**src/rtl/uart_tx_arbiter.sv**
```systemverilog
// rtl/uart_tx_arbiter.sv - round-robin byte scheduler in front of a shared UART transmitter
module uart_tx_arbiter #(
  parameter int NUM_REQ       = 4,
  parameter int BAUD_DIV      = 16,
  parameter int TIMEOUT_BAUDS = 16
) (
  input  logic                       clock,
  input  logic                       reset,
  input  logic [NUM_REQ-1:0]         req,
  input  logic [8*NUM_REQ-1:0]       req_data,
  input  logic [NUM_REQ-1:0]         req_mask,
  output logic [NUM_REQ-1:0]         ack,
  output logic                       timeout_err,
  output logic                       tx_baud,
  output logic                       tx_start,
  output logic [7:0]                 tx_data,
  input  logic                       tx_done,
  output logic                       busy,
  output logic [$clog2(NUM_REQ)-1:0] grant_id,
  output logic [15:0]                frame_count
);

  localparam int IDW = $clog2(NUM_REQ);
  localparam int BW  = $clog2(BAUD_DIV);
  localparam int WW  = $clog2(TIMEOUT_BAUDS + 1);

  localparam logic [1:0] S_IDLE = 2'd0;
  localparam logic [1:0] S_SEND = 2'd1;
  localparam logic [1:0] S_DONE = 2'd2;

  logic [1:0]         state;
  logic [BW-1:0]      baud_cnt;
  logic [WW-1:0]      wdog;
  logic [IDW-1:0]     last;
  logic [NUM_REQ-1:0] elig;
  logic               found;
  logic [IDW-1:0]     win;
  logic [IDW-1:0]     cand;
  logic [7:0]         win_data;

  // Baud generator runs regardless of arbitration state.
  always_ff @(posedge clock) begin
    if (reset || baud_cnt == BW'(BAUD_DIV - 1))
      baud_cnt <= '0;
    else
      baud_cnt <= baud_cnt + 1'b1;
  end

  assign tx_baud = (baud_cnt == BW'(BAUD_DIV - 1));
  assign busy    = (state != S_IDLE);

  // Search starts just after the last successful winner.
  always_comb begin
    elig     = req & ~req_mask;
    found    = 1'b0;
    win      = '0;
    cand     = '0;
    win_data = '0;
    for (int k = 1; k <= NUM_REQ; k++) begin
      cand = IDW'((int'(last) + k) % NUM_REQ);
      if (!found && elig[cand]) begin
        found = 1'b1;
        win   = cand;
      end
    end
    for (int i = 0; i < NUM_REQ; i++) begin
      if (IDW'(i) == win)
        win_data = req_data[8*i +: 8];
    end
  end

  always_ff @(posedge clock) begin
    if (reset) begin
      state       <= S_IDLE;
      ack         <= '0;
      timeout_err <= 1'b0;
      tx_start    <= 1'b0;
      tx_data     <= '0;
      grant_id    <= '0;
      frame_count <= '0;
      wdog        <= '0;
      last        <= IDW'(NUM_REQ - 1);
    end else begin
      ack         <= '0;
      timeout_err <= 1'b0;
      case (state)
        S_IDLE: begin
          wdog <= '0;
          if (found) begin
            grant_id <= win;
            tx_data  <= win_data;
            tx_start <= 1'b1;
            state    <= S_SEND;
          end
        end
        S_SEND: begin
          // Completion wins over a watchdog expiry in the same cycle.
          if (tx_done) begin
            tx_start    <= 1'b0;
            ack         <= NUM_REQ'(1) << grant_id;
            frame_count <= frame_count + 16'd1;
            last        <= grant_id;
            state       <= S_DONE;
          end else if (tx_baud) begin
            if (wdog == WW'(TIMEOUT_BAUDS - 1)) begin
              tx_start    <= 1'b0;
              timeout_err <= 1'b1;
              state       <= S_DONE;
            end else begin
              wdog <= wdog + 1'b1;
            end
          end
        end
        S_DONE:  state <= S_IDLE;
        default: state <= S_IDLE;
      endcase
    end
  end

endmodule

```
**config.mk**
```make
export PLATFORM = sky130hd
export DESIGN_NAME = uart_tx_arbiter
export DESIGN_NICKNAME = d
export VERILOG_FILES = /design/src/rtl/uart_tx_arbiter.sv
export SDC_FILE = /design/constraint.sdc
export NUM_CORES = 1
export LEC_CHECK = 0
export BUFFER_PORTS_ARGS = -buffer_cell sky130_fd_sc_hd__buf_2
export CAP_MARGIN = 20
export CORE_ASPECT_RATIO = 0.75
export CORE_MARGIN = 2
export CORE_UTILIZATION = 29
export DETAILED_ROUTE_END_ITERATION = 6
export HOLD_SLACK_MARGIN = 0.05
export SETUP_SLACK_MARGIN = 0.2
export SLEW_MARGIN = 20
export SYNTH_ARGS = -nofsm -noshare
export SYNTH_HDL_FRONTEND = slang
export SYNTH_SLANG_ARGS = --single-unit
```
**constraint.sdc**
```tcl
create_clock -name clock -period 1.85 [get_ports clock]
set_input_delay 0.0925 -clock clock [delete_from_list [all_inputs] [get_ports clock]]
set_output_delay 0.0925 -clock clock [all_outputs]
set_load 0.05 [all_outputs]
```
# Yosys cells after proc, flatten, opt, wreduce, memory -nomap -nowiden
# Cells that the tools add are included.
# word_totals
reg_bits,45
input_bits,43
output_inout_bits,34
elab_cells,92
# classes
n_addsub,7
n_lt_le_gt_ge,4
n_eq_ne,12
shift,1
muxes,35
bitwise,5
n_reduce_logical,18
# ops
op,count
8-bit two-way mux,4
16-bit by 1-bit adder with 16-bit output (second input constant),1
2-bit two-way mux,8
5-bit two-way mux,3
1-bit two-way mux,13
2-bit by 3-bit less-than comparator with 1-bit output (second input constant),4
5-bit case mux with 2 select lines,1
1-bit binary-select mux with 2-bit select,4
2-bit != test (second input constant),4
4-bit AND reduction,2
3-bit != test (second input constant),2
5-bit by 1-bit adder with 5-bit output (second input constant),1
5-bit by 4-bit == test with 1-bit output (second input constant),1
2-bit by 1-bit adder with 2-bit output (second input constant),2
2-bit adder (second input constant),2
4-bit by 1-bit adder with 4-bit output (second input constant),1
4-bit bitwise AND,1
2-bit == test (first input constant),2
4-bit == test (second input constant),1
2-bit logical NOT,2
4-bit NOT,1
2-bit case mux with 2 select lines,1
2-bit AND reduction,2
2-bit nonzero test,2
11 further kinds,17

# Depth between registers and ports, before layout
# Gate-level depths: netlist (run 1).
# depth
word_depth,19
mapped_depth,8
depth_no_buf,8

# Least setup slack after synthesis (run 1)
# OpenSTA, ideal clock, no wires.
# synth_timing
kind,flip-flop to flip-flop
start,register baud_cnt[0]
end,register wdog[1]
setup_ns,0.128
arrival_ns,1.932
required_ns,1.722
path_slack_ns,-0.209
stages_incl_launch_ff,8
path_buffers,1
period_less_slack_ns,2.059
path_cell_list,dfxtp_1 > ha_1 > and3_1 > clkbuf_1 > nand2_1 > a21o_1 > a22oi_1 > nor2_1
# synth_via
elab_chain_cells,3
# synth_rtl
element,line,rtl
start: declaration,32,logic [BW-1:0] baud_cnt;
start signal: assignment,46,baud_cnt <= baud_cnt + 1'b1;
4-bit == test,49,assign tx_baud = (baud_cnt == BW'(BAUD_DIV - 1));
via tx_baud,14,"output logic tx_baud,"
2-bit != test (no source line),-,
4-bit AND reduction (no source line),-,
end signal: assignment,110,wdog <= wdog + 1'b1;
end: declaration,33,logic [WW-1:0] wdog;
# The timed path passes the listed nets, and every way through them passes these cells.
# A chain may end at the register's enable or synchronous reset.

# Worst setup path after layout (run 1)
# layout_timing
start,register frame_count[4]
end,register frame_count[15]
# layout_via
elab_chain_cells,1
# layout_rtl
element,line,rtl
start: declaration,20,output logic [15:0] frame_count
start signal: assignment,101,frame_count <= frame_count + 16'd1;
16-bit by 1-bit adder with 16-bit output,101,
# Every way passes these cells.

==> key figures, run 1 <==
Logic synthesis
  • Post-synth EDFFs: 0
  • Cell area after synthesis: between 2000 and 2500 µm²
  • Number of nets produced by synthesis: 310
  • Synth async-reset ratio: 0%
  • Synthesized area per cell: a little under 9 µm²
  • Most used flip-flop cell after synthesis: sky130_fd_sc_hd__dfxtp_1
  • Netlist cell types: 47
  • Cells after Synth: 263
  • Post-synthesis register bit count: between 40 and 50
  • Warning count from the yosys run: 0
  • Proportion of synthesized chip area in sequential cells: 39.63%

Timing
  • Tightest slew margin relative to the limit: 60.20%
  • Final Hold Vio Count: 0
  • Count of final max-slew check failures: 0
  • Layout Skew: 0.007797 ns
  • Share of the clock period used by the worst path: between 80% and 90%
  • Setup violations, final: 0
  • Worst-Margin Slew: 0.5947 ns
  • Final critical-path required period: between 1.5 and 2 ns
  • Worst Hold Slack: 0.06689 ns
  • RSZ-0062 raised after global routing: yes
  • Achievable frequency: 602.1 MHz

Setup path
  • Worst path buffer plus inverter count: 0
  • Highest cell delay on the worst timing path: roughly 0.45 ns
  • Data required time of the critical path: ~2.1 ns
  • Maximum fanout along the worst path: 5
  • Crit-path leading delay family: simple AND/OR/NAND/NOR gates
  • Critical path start-end classification: reg -> reg
  • Sort of element at the end of the critical path: register
  • Data arrival at the endpoint of the critical path: 1.89 ns
  • Register-to-Register Path Depth: 5
  • Cell chain of the critical path: nand4_4 > nor4_4 > nand4_2 > or4_4 > a21oi_2
  • Max stage delay cell, worst path: sky130_fd_sc_hd__or4_4
  • Internal reg-to-reg setup slack: around 0.19 ns
  • Crit path depth: 5
  • Launching element type of the critical path: register

Place
  • Port Buffer Count: 76
  • Final GP Congestion: 0.8919
  • Detailed Place HPWL: around 4.6 mm
  • DP Area: 2839 µm²

CTS
  • TritonCTS clock tree: done
  • Number of sinks handled by clock tree synthesis: 45
  • Number of H-tree levels: 2
  • Source-to-sink clock delay at the later pin of the worst-skew pair: 0.30 ns
  • Number of buffers on the longest clock path: 2
  • Clock Root Buffer: sky130_fd_sc_hd__clkbuf_8
  • Number of buffers inserted during clock tree synthesis: 5
  • Clock input transition at the sequential cells of the worst setup and hold paths: 0.08 ns

Global routing
  • Pin count of the biggest net entering global routing: 30
  • Global router's overall resource usage: 14.10%
  • Vias in the first global route: 1988
  • First-pass GRT wire length: roughly 9.7 mm
  • Remaining global-route overflow: 0
  • Number of antenna violations at the first check in global routing: 0

Routing
  • Routed via count: 2289
  • Total wire length: 6.548 mm
  • Initial drt markers: about 150
  • Met3 WL: 328 µm
  • Average wire per cell in the routed design: 14.36 µm
  • Remaining routing DRC violations: 0
  • Mean number of vias per cell: 5.020
  • Number of iterations in the first detailed-routing pass: 4
  • Count of nets left with antenna violations after detail routing: 0
  • Post-route met1 wirelength: just over 3 mm
  • Top Layer Used: met4
  • Sum of met2 wire segment lengths after detailed routing: 3.115 mm

Die
  • Area of the core: 7466 µm²
  • Height of the die: 80.68 µm
  • Initial standard-cell utilization of the core: 30.45%
  • Die X-Extent: 106.2 µm
  • Rows: 27
  • Ports: 77
  • Area of the die: 8571 µm²

Final layout
  • Fraction of layout cells with a size suffix above 1: 43.66%
  • Post-route cell area: 3237 µm²
  • Fraction of the core area covered by cells at the end of the flow: 43.36%
  • # diodes: 0
  • Most used cells in the layout excluding fill and tap cells: sky130_fd_sc_hd__buf_2 (75), sky130_fd_sc_hd__nor2_1 (30), sky130_fd_sc_hd__dfxtp_1 (29)
  • Most frequent standard cell in the layout excluding fill and tap cells: sky130_fd_sc_hd__buf_2
  • Final-layout fill cell count: 717
  • P&R area growth vs syn: 42.38%
  • Number of nets in the finished design: 401

Worst hold path
  • Worst min-delay path class: in -> reg
  • Instance count along the most critical hold path: 2

Status
  • Run status: finished, final reports clean

Run
  • Max-capacitance violation count: 0

Power
  • Leakage power summed over all cells: 1.457 nW
  • Power Dens Cells: 718.1 nW/µm²
  • Worst IR drop on VDD: 0.3053 mV
  • Overall power of the completed layout: 2.324 mW
## sequential cells by signal (all words and copies together) (netlist names)
register	count
last	2
timeout_err	1
wdog	5
baud_cnt	4
grant_id	2
tx_start	1
frame_count	16
tx_data	8
state	2
ack	4
## cells in the mapped netlist, types with 2 or more instances
cell                        instances  area (µm²)
sky130_fd_sc_hd__nand3_1            6       30.03
sky130_fd_sc_hd__or2_2              2       12.51
sky130_fd_sc_hd__ha_1               4       50.05
sky130_fd_sc_hd__nand4_1            3       18.77
sky130_fd_sc_hd__xnor2_1            6       52.55
sky130_fd_sc_hd__nand3b_1           3       22.52
sky130_fd_sc_hd__a2111oi_0          8       70.07
sky130_fd_sc_hd__a21boi_0           8       60.06
sky130_fd_sc_hd__a211oi_1           9       67.56
sky130_fd_sc_hd__nor2b_1            2       12.51
sky130_fd_sc_hd__o31ai_1            9       67.56
sky130_fd_sc_hd__a311oi_1           2       17.52
sky130_fd_sc_hd__inv_1              5       18.77
sky130_fd_sc_hd__dfxtp_1           45       900.9
sky130_fd_sc_hd__nand2b_1           5       31.28
sky130_fd_sc_hd__nand4_2            2       25.02
sky130_fd_sc_hd__o22ai_1            3       18.77
sky130_fd_sc_hd__xor2_1             7       61.31
sky130_fd_sc_hd__and3_1            22       137.6
sky130_fd_sc_hd__clkbuf_1           9       33.78
sky130_fd_sc_hd__a21o_1             4       30.03
sky130_fd_sc_hd__or3_1              2       12.51
sky130_fd_sc_hd__nand2_1           25       93.84
sky130_fd_sc_hd__nor4_1             2       12.51
sky130_fd_sc_hd__buf_2              3       15.01
sky130_fd_sc_hd__nor3_1             6       30.03
sky130_fd_sc_hd__nor2_1            32       120.1
sky130_fd_sc_hd__a21oi_1            9       45.04
sky130_fd_sc_hd__o21ai_0            2       10.01
## cells by family after synthesis
family	synth area share, %
xor gates and xnor gates	5.008
and+or+nand+nor	28.45
buffers and inverters	3.357
AOI/OAI and AO/OA	20.42
DFF	39.63
muxes	0.9356
adders and majority gates	2.202
## layout make-up
class / instances / area (µm²) / share of cell area, %
Timing Repair Buffer: 97 / 556.8 / 17.20
Inverter: 5 / 18.77 / 0.5798
Tap cell: 101 / 126.4 / 3.904
Sequential cell: 45 / 945.9 / 29.22
Clock buffer: 8 / 90.09 / 2.783
Multi-Input combinational cell: 200 / 1499 / 46.31
## per-stage QoR
step                      setup TNS [ns]  instances  worst slack (ns)
after CTS                              0        446            0.2015
after floorplan                        0        263            0.2055
after detailed placement        -0.02227        435          -0.02227
after global placement          -0.06478        435          -0.06478
final                                  0        456            0.1892
after global routing                   0        456            0.1163
## final timing paths
| kind | start | endpoint |
|---|---|---|
| max reg2reg | frame_count[4] | frame_count[15] |
| min reg2reg | tx_data[3] | tx_data[3] |
| min | reset | grant_id[1] |
| max | frame_count[4] | frame_count[15] |
## per-layer routing
metal / up-vias / GRT usage, %
met2: 61 / 20.64
met5: - / 0
met4: 0 / 4.342
li1: 1137 / -
met1: 1084 / 20.44
met3: 7 / 3.084
## report_power, final
part           internal [mW]  total, mW  switching, mW
registers               1.01       1.06         0.0536
logic                  0.235      0.629          0.393
clock network          0.305      0.632          0.327
## what timing repair did
item | CTS | global route
pin swaps | 5 | 12
setup buffers | 3 | 9
hold buffers | 0 | 0
cloned | 0 | 1
setup endpoints to repair | 14 | 18
gates resized for setup | 22 | 26
(Power assumes the default switching activity.)
==> run 2: changes to the inputs <==
==> constraint.sdc (replaced) <==
create_clock -name clock -period 1.85 [get_ports clock]
set_input_delay 0.0925 -clock clock [delete_from_list [all_inputs] [get_ports clock]]
set_output_delay 0.0925 -clock clock [all_outputs]
set_load 0.02 [all_outputs]
==> key figures, run 2 (same netlist as run 1, synthesis figures left out) <==
Timing
  • Setup violations, final: 0 (unchanged)
  • Final Hold Vio Count: 0 (unchanged)
  • Share of the clock period used by the worst path: 88.95% (was 89.77%)
  • Worst-Margin Slew: 0.6604 ns (was 0.5947 ns)
  • Count of final max-slew check failures: 0 (unchanged)
  • Layout Skew: 0.01045 ns (was 0.007797 ns)
  • RSZ-0062 raised after global routing: yes (unchanged)
  • Tightest slew margin relative to the limit: 55.98% (was 60.20%)
  • Setup slack of the critical path after layout: 0.2043 ns (was 0.1892 ns)
  • Achievable frequency: 607.7 MHz (was 602.1 MHz)
  • Final critical-path required period: 1.646 ns (was 1.661 ns)

Final layout
  • Fraction of layout cells with a size suffix above 1: 41.31% (was 43.66%)
  • Final-layout fill cell count: 723 (was 717)
  • Most frequent standard cell in the layout excluding fill and tap cells: sky130_fd_sc_hd__buf_2 (unchanged)
  • # diodes: 0 (unchanged)
  • Register name with the most flops: frame_count (unchanged)
  • Top flop regs: frame_count x16, tx_data x8, wdog x5 (unchanged)
  • Number of nets in the finished design: 397 (was 401)
  • Most used cells in the layout excluding fill and tap cells: sky130_fd_sc_hd__buf_2 (76), sky130_fd_sc_hd__dfxtp_1 (34), sky130_fd_sc_hd__nor2_1 (30) (was sky130_fd_sc_hd__buf_2 (75), sky130_fd_sc_hd__nor2_1 (30), sky130_fd_sc_hd__dfxtp_1 (29))
  • Number of standard cells in the final layout excluding fillers: 452 (was 456)
  • P&R area growth vs syn: 40.12% (was 42.38%)
  • Largest register FFs: 16 (unchanged)

Place
  • Worst setup slack before clock tree synthesis: -0.1359 ns (was -0.02227 ns)
  • Detailed Place HPWL: 4.626 mm (was 4.559 mm)
  • Port Buffer Count: 76 (unchanged)
  • Number of placed cells counting well taps: 433 (was 435)
  • Final GP Congestion: 0.8479 (was 0.8919)

Global routing
  • Met1 usage: 20.16% (was 20.44%)
  • Met2 usage in global routing: 21.86% (was 20.64%)
  • Global route hottest layer: met2 (unchanged)
  • First-pass GRT wire length: 9.763 mm (was 9.694 mm)
  • Pin count of the biggest net entering global routing: 21 (was 30)
  • Number of antenna violations at the first check in global routing: 0 (unchanged)
  • Vias in the first global route: 1979 (was 1988)
  • Global router's overall resource usage: 14.28% (was 14.10%)
  • Remaining global-route overflow: 0 (unchanged)
  • Met3 Resource Use GR: 3.571% (was 3.084%)

Die
  • Rows: 27 (unchanged)
  • Area of the die: 8571 µm² (unchanged)
  • Ports: 77 (unchanged)
  • Initial standard-cell utilization of the core: 30.45% (unchanged)
  • Die X-Extent: 106.2 µm (unchanged)
  • Height of the die: 80.68 µm (unchanged)
  • Area of the core: 7466 µm² (unchanged)

Routing
  • Remaining routing DRC violations: 0 (unchanged)
  • Total wire length: 6.536 mm (was 6.548 mm)
  • Average wire per cell in the routed design: 14.46 µm (was 14.36 µm)
  • Initial drt markers: 67 (was 146)
  • Number of iterations in the first detailed-routing pass: 4 (unchanged)
  • Routed via count: 2241 (was 2289)
  • Mean number of vias per cell: 4.958 (was 5.020)
  • Count of nets left with antenna violations after detail routing: 0 (unchanged)

Power
  • Leakage power summed over all cells: 1.435 nW (was 1.457 nW)
  • Power Dens Cells: 704.9 nW/µm² (was 718.1 nW/µm²)
  • Worst IR drop on VDD: 0.3744 mV (was 0.3053 mV)

Worst hold path
  • Instance count along the most critical hold path: 2 (unchanged)
  • Worst min-delay path class: in -> reg (unchanged)
  • Origin of the worst min-delay path: tx_done (was reset)

Setup path
  • Critical R2R Launch: frame_count[4] (unchanged)
  • Launching element type of the critical path: register (unchanged)
  • Critical path start-end classification: reg -> reg (unchanged)
  • Crit-path leading delay family: simple AND/OR/NAND/NOR gates (unchanged)
  • Worst Setup SP: frame_count[4] (unchanged)
  • Maximum fanout along the worst path: 5 (unchanged)
  • Cell chain of the critical path: nand4_4 > nor4_4 > nand4_2 > or4_1 > a21oi_1 (was nand4_4 > nor4_4 > nand4_2 > or4_4 > a21oi_2)
  • Worst path buffer plus inverter count: 0 (unchanged)
  • Register-to-Register Path Depth: 5 (unchanged)
  • Crit path depth: 5 (unchanged)
  • Data required time of the critical path: 2.09 ns (was 2.08 ns)
  • Sort of element at the end of the critical path: register (unchanged)
  • Data arrival at the endpoint of the critical path: 1.88 ns (was 1.89 ns)
  • Max stage delay cell, worst path: sky130_fd_sc_hd__or4_1 (was sky130_fd_sc_hd__or4_4)
  • Highest cell delay on the worst timing path: 0.52 ns (was 0.45 ns)

Run
  • Max-capacitance violation count: 0 (unchanged)

CTS
  • Clock input transition at the sequential cells of the worst setup and hold paths: 0.10 ns (was 0.08 ns)
  • Number of buffers inserted during clock tree synthesis: 5 (unchanged)
  • Number of buffers on the longest clock path: 2 (unchanged)
  • Clock Root Buffer: sky130_fd_sc_hd__clkbuf_8 (unchanged)
  • Number of H-tree levels: 2 (unchanged)
  • Number of sinks handled by clock tree synthesis: 45 (unchanged)
  • TritonCTS clock tree: done (unchanged)
  • Source-to-sink clock delay at the later pin of the worst-skew pair: 0.30 ns (about the same)

Status
  • Run status: finished, final reports clean (unchanged)
[run 2: changes by cell type in the layout (fill, tap and decap cells not counted), moves of 2 or more]
cell,previous run,this run
sky130_fd_sc_hd__a2111oi_1,2,0
sky130_fd_sc_hd__clkinv_4,0,2
sky130_fd_sc_hd__clkbuf_1,2,0
sky130_fd_sc_hd__dfxtp_1,29,34
sky130_fd_sc_hd__a21oi_1,6,8
sky130_fd_sc_hd__o31ai_2,2,0
sky130_fd_sc_hd__o31ai_1,7,9
sky130_fd_sc_hd__a21oi_2,3,1
sky130_fd_sc_hd__buf_4,20,16
sky130_fd_sc_hd__dfxtp_4,10,6
[run 2: cell type report]
cell class | instances | area (µm²) | area share [%]
well taps | 101 | 126.4 | 3.967
clock buffers | 5 | 68.82 | 2.160
inverters | 5 | 18.77 | 0.5892
repair buffers | 93 | 520.5 | 16.34
flip-flops and latches | 45 | 929.6 | 29.18
multi-input cells | 200 | 1495 | 46.94
clock inverters | 3 | 26.28 | 0.8248
[run 2: per-stage QoR]
stage          hold slack, ns  util (%)  power [mW]  setup TNS [ns]  area, µm²
6_report              0.07221     42.67       2.245               0       3186
3_3_place_gp           0.3519     37.47       1.532         -0.1024       2798
3_5_place_dp           0.3572     37.47       1.538         -0.2197       2798
2_1_floorplan          0.1682         -       1.365               0       2285
5_1_grt               0.07213     42.67       2.357               0       3186
4_1_cts               0.06278     39.75       2.196               0       2968
[run 2: what timing repair did]
item	in CTS	in global routing
setup buffers	1	9
pin swaps	4	12
gates resized for setup	21	27
hold buffers	0	0
gates cloned	0	1
endpoints found under the setup margin	14	19
[run 2: report_power, final]
| group | leakage, nW | total [mW] | internal, mW | switching [mW] |
|---|---|---|---|---|
| clock | 0.0487 | 0.640 | 0.276 | 0.364 |
| sequential | 0.372 | 1.07 | 1.02 | 0.0551 |
| combinational | 1.02 | 0.535 | 0.231 | 0.304 |
[run 2: worst paths after layout]
path,endpoint,slack [ns]
worst max-delay path,frame_count[15],0.20
worst min-delay path,timeout_err,0.07
worst max register to register,frame_count[15],0.20
worst min register to register,tx_data[0],0.47
[run 2: routing by layer]
metal  vias to the layer above  share of wire [%]
li1                       1135                  -
met4                         0               0.52
met3                         4                4.7
met1                      1048                 51
met2                        54                 44
met5                         -                  0
